===== config.mk =====
export PLATFORM = sky130hd
export DESIGN_NAME = control_canales_pwm_flat
export DESIGN_NICKNAME = d
export VERILOG_FILES = /design/src/rtl/control_canales_pwm_pkg.sv /design/src/rtl/control_canales_pwm_if.sv /design/src/rtl/control_canales_pwm_antirrebote.sv /design/src/rtl/control_canales_pwm.sv /design/src/flat_wrapper.sv
export SDC_FILE = /design/constraint.sdc
export NUM_CORES = 1
export LEC_CHECK = 0
export BUFFER_PORTS_ARGS = -buffer_cell sky130_fd_sc_hd__buf_2
export CAP_MARGIN = 20
export CORE_MARGIN = 5
export CORE_UTILIZATION = 35
export CTS_CLUSTER_SIZE = 20
export DETAILED_ROUTE_END_ITERATION = 7
export MAX_ROUTING_LAYER = met4
export PLACE_DENSITY = 0.64
export SETUP_SLACK_MARGIN = 0.05
export SYNTH_ARGS = -nofsm -noshare
export SYNTH_HDL_FRONTEND = slang
export SYNTH_SLANG_ARGS = --single-unit

===== constraint.sdc =====
create_clock -name clk_100MHz -period 3.5 [get_ports clk_100MHz]
set_input_delay 0.175 -clock clk_100MHz [delete_from_list [all_inputs] [get_ports clk_100MHz]]
set_output_delay 0.175 -clock clk_100MHz [all_outputs]
set_load 0.05 [all_outputs]

===== src/rtl/control_canales_pwm_pkg.sv =====
// Shared types and constants for the PWM channel command controller.
package control_canales_pwm_pkg;

  typedef enum logic [1:0] {
    IDLE   = 2'd0,
    PULSO  = 2'd1,
    ESPERA = 2'd2,
    REPITE = 2'd3
  } estado_t;

  localparam int unsigned CANAL_W  = 3;
  localparam int unsigned DUTY_W   = 4;
  localparam logic [DUTY_W-1:0] DUTY_MIN = 4'd0;
  localparam logic [DUTY_W-1:0] DUTY_MAX = 4'd15;

  function automatic logic [7:0] one_hot8(input logic [CANAL_W-1:0] idx);
    return 8'd1 << idx;
  endfunction

endpackage


===== src/rtl/control_canales_pwm_if.sv =====
// Button inputs and channel/duty outputs of the PWM command controller.
interface control_canales_pwm_if
  import control_canales_pwm_pkg::*;
#(
  parameter int unsigned N_CANALES = 4
);
  logic                          btn_up;
  logic                          btn_down;
  logic                          btn_canal;
  logic [N_CANALES-1:0]          chip_select;
  logic                          up;
  logic                          down;
  logic [CANAL_W-1:0]            canal_actual;
  logic [DUTY_W*N_CANALES-1:0]   ciclo_sombra;

  modport master (
    output btn_up, btn_down, btn_canal,
    input  chip_select, up, down, canal_actual, ciclo_sombra
  );

  modport slave (
    input  btn_up, btn_down, btn_canal,
    output chip_select, up, down, canal_actual, ciclo_sombra
  );
endinterface


===== src/rtl/control_canales_pwm_antirrebote.sv =====
// Debouncer: the level follows the input only after DEBOUNCE consecutive
// samples of the new value; any sample equal to the current level restarts.
module antirrebote #(
  parameter int unsigned DEBOUNCE = 1_000_000
) (
  input  logic clk,
  input  logic rst,
  input  logic din,
  output logic nivel
);
  localparam int unsigned CNT_W = $clog2(DEBOUNCE + 1);

  logic [CNT_W-1:0] cnt;

  always_ff @(posedge clk or posedge rst) begin
    if (rst) begin
      cnt   <= '0;
      nivel <= 1'b0;
    end else if (din == nivel) begin
      cnt <= '0;
    end else if (cnt == CNT_W'(DEBOUNCE - 1)) begin
      cnt   <= '0;
      nivel <= din;
    end else begin
      cnt <= cnt + CNT_W'(1);
    end
  end
endmodule


===== src/rtl/control_canales_pwm.sv =====
// Button-driven duty command generator: debounced up/down with auto-repeat,
// channel selection and saturating 4-bit shadow duty per channel.
module control_canales_pwm
  import control_canales_pwm_pkg::*;
#(
  parameter int unsigned N_CANALES   = 4,
  parameter int unsigned DEBOUNCE    = 1_000_000,
  parameter int unsigned RETARDO_REP = 50_000_000,
  parameter int unsigned PERIODO_REP = 10_000_000
) (
  input  logic                  clk_100MHz,
  input  logic                  rst,
  control_canales_pwm_if.slave  bus
);
  localparam int unsigned REP_W = $clog2(RETARDO_REP + PERIODO_REP + 1);

  // Bit 0 = up, bit 1 = down, bit 2 = channel
  logic [2:0] sync1, sync2, armed, db, db_q, rise;

  estado_t            estado, estado_n;
  logic               dir, dir_n;
  logic [REP_W-1:0]   cnt, cnt_n;
  logic [CANAL_W-1:0] canal, canal_n;
  logic [N_CANALES-1:0] chip_select;
  logic               up, down, up_n, down_n, fire, held;
  logic [DUTY_W-1:0]  sombra [N_CANALES];
  logic [DUTY_W-1:0]  sel;

  // Synchronizers reset high so a button held through reset is never seen as a fresh press
  always_ff @(posedge clk_100MHz or posedge rst) begin
    if (rst) begin
      sync1 <= 3'b111;
      sync2 <= 3'b111;
      armed <= 3'b000;
      db_q  <= 3'b000;
    end else begin
      sync1 <= {bus.btn_canal, bus.btn_down, bus.btn_up};
      sync2 <= sync1;
      armed <= armed | ~sync2;
      db_q  <= db;
    end
  end

  for (genvar i = 0; i < 3; i++) begin : g_db
    antirrebote #(.DEBOUNCE(DEBOUNCE)) u_db (
      .clk   (clk_100MHz),
      .rst   (rst),
      .din   (sync2[i]),
      .nivel (db[i])
    );
  end

  assign rise = db & ~db_q & armed;

  always_comb begin
    estado_n = estado;
    dir_n    = dir;
    canal_n  = canal;
    cnt_n    = cnt + REP_W'(1);
    fire     = 1'b0;
    sel      = '0;
    held     = dir ? (db[1] & ~db[0]) : (db[0] & ~db[1]);
    for (int k = 0; k < int'(N_CANALES); k++) begin
      if (canal == CANAL_W'(k)) sel = sombra[k];
    end
    case (estado)
      IDLE: begin
        cnt_n = '0;
        if ((rise[0] ^ rise[1]) && !(db[0] && db[1])) begin
          estado_n = PULSO;
          dir_n    = rise[1];
          fire     = 1'b1;
        end else if (rise[2]) begin
          canal_n = (canal == CANAL_W'(N_CANALES - 1)) ? '0 : canal + CANAL_W'(1);
        end
      end
      PULSO: estado_n = ESPERA;
      ESPERA: begin
        if (!held) begin
          estado_n = IDLE;
        end else if (cnt == REP_W'(RETARDO_REP - 1)) begin
          estado_n = REPITE;
          fire     = 1'b1;
        end
      end
      REPITE: begin
        if (!held) begin
          estado_n = IDLE;
        end else if (cnt == REP_W'(PERIODO_REP - 1)) begin
          fire = 1'b1;
        end
      end
      default: estado_n = IDLE;
    endcase
    if (fire) cnt_n = '0;
    // Saturated steps still restart the repeat timer but produce no pulse
    up_n   = fire && !dir_n && (sel != DUTY_MAX);
    down_n = fire &&  dir_n && (sel != DUTY_MIN);
  end

  always_ff @(posedge clk_100MHz or posedge rst) begin
    if (rst) begin
      estado      <= IDLE;
      dir         <= 1'b0;
      cnt         <= '0;
      canal       <= '0;
      chip_select <= N_CANALES'(1);
      up          <= 1'b0;
      down        <= 1'b0;
      for (int k = 0; k < int'(N_CANALES); k++) sombra[k] <= DUTY_MIN;
    end else begin
      estado      <= estado_n;
      dir         <= dir_n;
      cnt         <= cnt_n;
      canal       <= canal_n;
      chip_select <= N_CANALES'(one_hot8(canal_n));
      up          <= up_n;
      down        <= down_n;
      for (int k = 0; k < int'(N_CANALES); k++) begin
        if (canal == CANAL_W'(k)) begin
          if (up_n)        sombra[k] <= sel + DUTY_W'(1);
          else if (down_n) sombra[k] <= sel - DUTY_W'(1);
        end
      end
    end
  end

  assign bus.chip_select  = chip_select;
  assign bus.up           = up;
  assign bus.down         = down;
  assign bus.canal_actual = canal;
  for (genvar k = 0; k < int'(N_CANALES); k++) begin : g_sombra
    assign bus.ciclo_sombra[DUTY_W*k +: DUTY_W] = sombra[k];
  end
endmodule


===== src/flat_wrapper.sv =====
// flat-port wrapper written by rule: the top's interface ports become plain ports
module control_canales_pwm_flat import control_canales_pwm_pkg::*;
#(
  parameter int unsigned N_CANALES   = 4,
  parameter int unsigned DEBOUNCE    = 1_000_000,
  parameter int unsigned RETARDO_REP = 50_000_000,
  parameter int unsigned PERIODO_REP = 10_000_000
)
  (clk_100MHz, rst, bus_btn_up, bus_btn_down, bus_btn_canal, bus_chip_select, bus_up, bus_down, bus_canal_actual, bus_ciclo_sombra);
  control_canales_pwm_if #(.N_CANALES(N_CANALES)) bus_i ();
  input  logic clk_100MHz;
  input  logic rst;
  input wire logic [$bits(bus_i.btn_up)-1:0] bus_btn_up;
  input wire logic [$bits(bus_i.btn_down)-1:0] bus_btn_down;
  input wire logic [$bits(bus_i.btn_canal)-1:0] bus_btn_canal;
  output wire logic [$bits(bus_i.chip_select)-1:0] bus_chip_select;
  output wire logic [$bits(bus_i.up)-1:0] bus_up;
  output wire logic [$bits(bus_i.down)-1:0] bus_down;
  output wire logic [$bits(bus_i.canal_actual)-1:0] bus_canal_actual;
  output wire logic [$bits(bus_i.ciclo_sombra)-1:0] bus_ciclo_sombra;
  assign bus_i.btn_up = bus_btn_up;
  assign bus_i.btn_down = bus_btn_down;
  assign bus_i.btn_canal = bus_btn_canal;
  assign bus_chip_select = bus_i.chip_select;
  assign bus_up = bus_i.up;
  assign bus_down = bus_i.down;
  assign bus_canal_actual = bus_i.canal_actual;
  assign bus_ciclo_sombra = bus_i.ciclo_sombra;
  control_canales_pwm #(.N_CANALES(N_CANALES), .DEBOUNCE(DEBOUNCE), .RETARDO_REP(RETARDO_REP), .PERIODO_REP(PERIODO_REP)) u_core (.clk_100MHz(clk_100MHz), .rst(rst), .bus(bus_i));
endmodule

==> impl_metrics.csv <==
group,metric,value,unit
outcome,status,"finished, final reports clean",
clocking,cts_tree,"done",
clocking,clock-root-buffer,"clkbuf_16",
die,fp.dieW,143,microns
sta,worst_slew_pin_slew,0.918,ns
clocking,clk_latency,0.42,ns
power_and_ir_drop,p_per_area,442,mW/mm^2
cells_and_area,postLayoutCellArea,0.00750,sq mm
die,start_util,0.358,
routing,drt_iter0_drc,247,
logic_synthesis,synth_edf_count,0,
power_and_ir_drop,clockPowerShare,0.523,
logic_synthesis,syn_inst,609,
grt,grt_usage,0.128,
placed_design,dpl-instance-area,0.00678,sq mm
clocking,cts_made_buffers,17,
grt,grt_max_degree,88,
sta,setup_tns,0,ns
die,dieArea,0.0205,sq mm
cells_and_area,areaGrowthSynthToFinish,20.6,%
sta,hold_viol,0,
routing,remaining_drc_errors,0,
logic_synthesis,syn_nets,625,
routing,ant_nets,0,
die,num_rows,48,
clocking,clk_pin_slew_worst_paths,0.06,ns
critical_path,r2r_start,"u_core.cnt[17]",
logic_synthesis,synth_area_leaders,"dfrtp_1, nor2_1, xor2_1",
cells_and_area,final_cells,908,
power_and_ir_drop,p_seq_frac,0.458,
sta,finalCriticalPeriod,3.38,ns
critical_path,endpoint,"u_core.bus.ciclo_sombra[11]",
critical_path,max_stage_delay,0.49,ns
logic_synthesis,ys_seq_area_frac,0.520,
run,cap_violations,0,
clocking,clock_path_buffers,2,
logic_synthesis,yosys_warnings,0,
power_and_ir_drop,internal_power,2.61,mW
critical_path,cp.required,3.79,ns
critical_path,startpoint,"u_core.cnt[17]",
logic_synthesis,ys_ff_latch,129,
placed_design,hpwl,8080,microns
placed_design,place_ws,0.0404,ns
power_and_ir_drop,switchingPower,0.706,mW
routing,drt-total-wl,11700,microns
logic_synthesis,synth_cell_types,56,
logic_synthesis,postSynthAreaPerCell,10.2,sq um
logic_synthesis,synthArstFlopShare,1.00,
critical_path,r2r_end,"u_core.bus.ciclo_sombra[11]",
sta,finalSetupViolCount,0,
critical_path,crit_path_max_fanout,6,
logic_synthesis,synth_area,0.00622,sq mm
routing,wl_per_cell,12.9,microns
sta,period_share,0.966,
logic_synthesis,synthTopCellsByCount,"dfrtp_1, nor2_1, xor2_1",
clocking,clock_sinks,129,
logic_synthesis,yosys_most_used_dff,"dfrtp_1",
cells_and_area,fin_nets,686,
clocking,h-tree-depth,4,
grt,overflow,0,
cells_and_area,drive_gt1_frac,0.190,
sta,slew_violations,0,
sta,fmax,296,MHz
placed_design,dp_cells,867,
sta,fin_ws,0.118,ns
placed_design,portBuffers,29,
critical_path,critPathLaunchType,"flip-flop",
grt,antenna_found_initial,0,
routing,dr.pass1.iters,4,
logic_synthesis,synth_most_common_cell,"dfrtp_1",
cells_and_area,final_util,0.432,
critical_path,worst-setup-path-type,"reg2reg",
cells_and_area,antenna-diode-count,0,
min_path,hold_path_class,"reg2reg",
power_and_ir_drop,ir_drop,0.337,mV
power_and_ir_drop,combPwrFrac,0.019,
critical_path,crit_path_cell_trace,"nand2_1, or4_4, o31a_1, o31a_4, or3_4, ha_4, a21o_1, a41o_1, o311ai_1, a32o_2, o41ai_2, o31ai_1",
die,io_pins,30,
critical_path,timing.reg2reg.setup_slack,0.12,ns
critical_path,slowest_stage,"or4_4",
die,die_y,143,microns
power_and_ir_drop,switching_share,0.213,
die,fp.coreArea,0.0174,sq mm
routing,via_per_inst,4.85,
grt,grt_first_pass_wirelength,20800,microns
sta,rsz0062_at_grt,"yes",
power_and_ir_drop,leakagePower,3.26,nW
sta,clock-skew-final,0.00703,ns
critical_path,worst_ep_arrival_time,3.67,ns
cells_and_area,fillers,1633,
critical_path,reg2reg_depth,12,
grt,grt_pass1_vias,4386,
sta,max_slew_margin,0.386,
logic_synthesis,yosysTopAreaCell,"dfrtp_1",
logic_synthesis,yosysTopAreaCellShare,0.491,
placed_design,place_congestion,0.869,
routing,num_vias,4401,
critical_path,endpoint_kind,"flip-flop",
[layer usage]
metal | GRT usage | vias to the layer above | share of wire
met5 | - | - | 0
met4 | 0.0496 | 0 | 0.015
met3 | 0.0333 | 18 | 0.028
met2 | 0.192 | 39 | 0.47
met1 | 0.166 | 2134 | 0.49
li1 | - | 2210 | -
[cell usage in the layout, fill, tap and decap left out, types with 4 or more instances in the layout]
master	netlist	final
clkinvlp_4	0	6
xor2_1	45	45
a21oi_1	5	5
buf_2	0	29
nor3b_1	5	4
nand3_1	34	34
nor3_1	13	13
dfstp_2	7	7
nor4_1	6	6
and2_1	5	4
nand2_1	39	39
o31ai_1	5	4
ha_1	10	8
nand4_1	17	17
nand2b_1	5	5
dfrtp_1	122	119
inv_1	31	30
nor2_1	111	110
dlygate4sd3_1	0	4
xnor2_1	35	35
mux2i_1	6	6
nor4bb_1	5	4
nand3b_1	4	4
buf_4	0	21
a21o_1	4	4
clkbuf_16	0	17
nor2b_1	6	6
and4_1	4	4
o21ai_0	9	8
and3_1	11	11
mux2_2	11	11
[worst min path at each step]
stage,slack (ns),from,end,cells after the start
global route,0.37,u_core.sync1[0],u_core.sync2[0],0
detailed placement,0.28,bus_btn_down,u_core.sync1[1],1
CTS,0.36,u_core.sync1[2],u_core.sync2[2],0
floorplan,0.18,bus_btn_up,u_core.sync1[0],0
finish,0.36,u_core.sync1[2],u_core.sync2[2],0
global placement,0.28,bus_btn_down,u_core.sync1[1],1
[cell type report]
type	instances	area [sq um]	area share
Clock inverter	12	134	0.0178
Clock buffer	20	457	0.0609
Tap cell	225	282	0.0375
Sequential cell	129	3240	0.432
Timing Repair Buffer	55	363	0.0484
Multi-Input combinational cell	436	2910	0.388
Inverter	31	120	0.0160
[power by group through the flow]
stage               Clock [mW]  Sequential [mW]  Combinational [mW]
floorplan                    0             1.54              0.0460
global placement             0             1.54              0.0645
detailed placement           0             1.54              0.0644
CTS                       1.78             1.52              0.0677
global route              1.86             1.52              0.0770
finish                    1.73             1.52              0.0639
[per-stage QoR]
step / power [mW] / hold slack, ns
final: 3.32 / 0.360
after global routing: 3.45 / 0.367
after CTS: 3.36 / 0.364
after detailed placement: 1.61 / 0.282
after global placement: 1.61 / 0.280
after floorplan: 1.59 / 0.179
[state kept, by name, indices dropped and copies added (netlist names)]
| signal | count |
|---|---|
| u_core.armed | 3 |
| u_core.bus.canal_actual | 3 |
| u_core.bus.chip_select | 4 |
| u_core.bus.ciclo_sombra | 16 |
| u_core.bus.down | 1 |
| u_core.bus.up | 1 |
| u_core.cnt | 26 |
| u_core.db_q | 3 |
| u_core.dir | 1 |
| u_core.estado | 2 |
| u_core.g_db.u_db.cnt | 60 |
| u_core.g_db.u_db.nivel | 3 |
| u_core.sync1 | 3 |
| u_core.sync2 | 3 |
[cells by family (layout without fill, tap and decap cells)]
group           Yosys count  after routing  synth area share
simple gates            283            283             0.233
flops                   129            129             0.520
xor+xnor                 80             80             0.113
compound gates           45             45            0.0539
buf+inv                  44            118            0.0277
mux                      17             17            0.0296
fa+ha+maj                11             11            0.0233
[critical path: cells and delay by family (launching register included)]
family | cells | cell delay, ns
DFF | 1 | 0.41
and+or+nand+nor | 3 | 0.92
adders and majority gates | 1 | 0.30
AOI/OAI and AO/OA | 8 | 1.63
[timing repair]
item | in CTS | in global routing
hold buffers | 4 | 0
setup endpoints to repair | 3 | 4
setup buffers | 1 | 4
gates resized for setup | 1 | 13
cloned | 0 | 0
hold endpoints to repair | 40 | 0
pin swaps | 1 | 8
No activity file was read; power rests on OpenSTA's default activity.
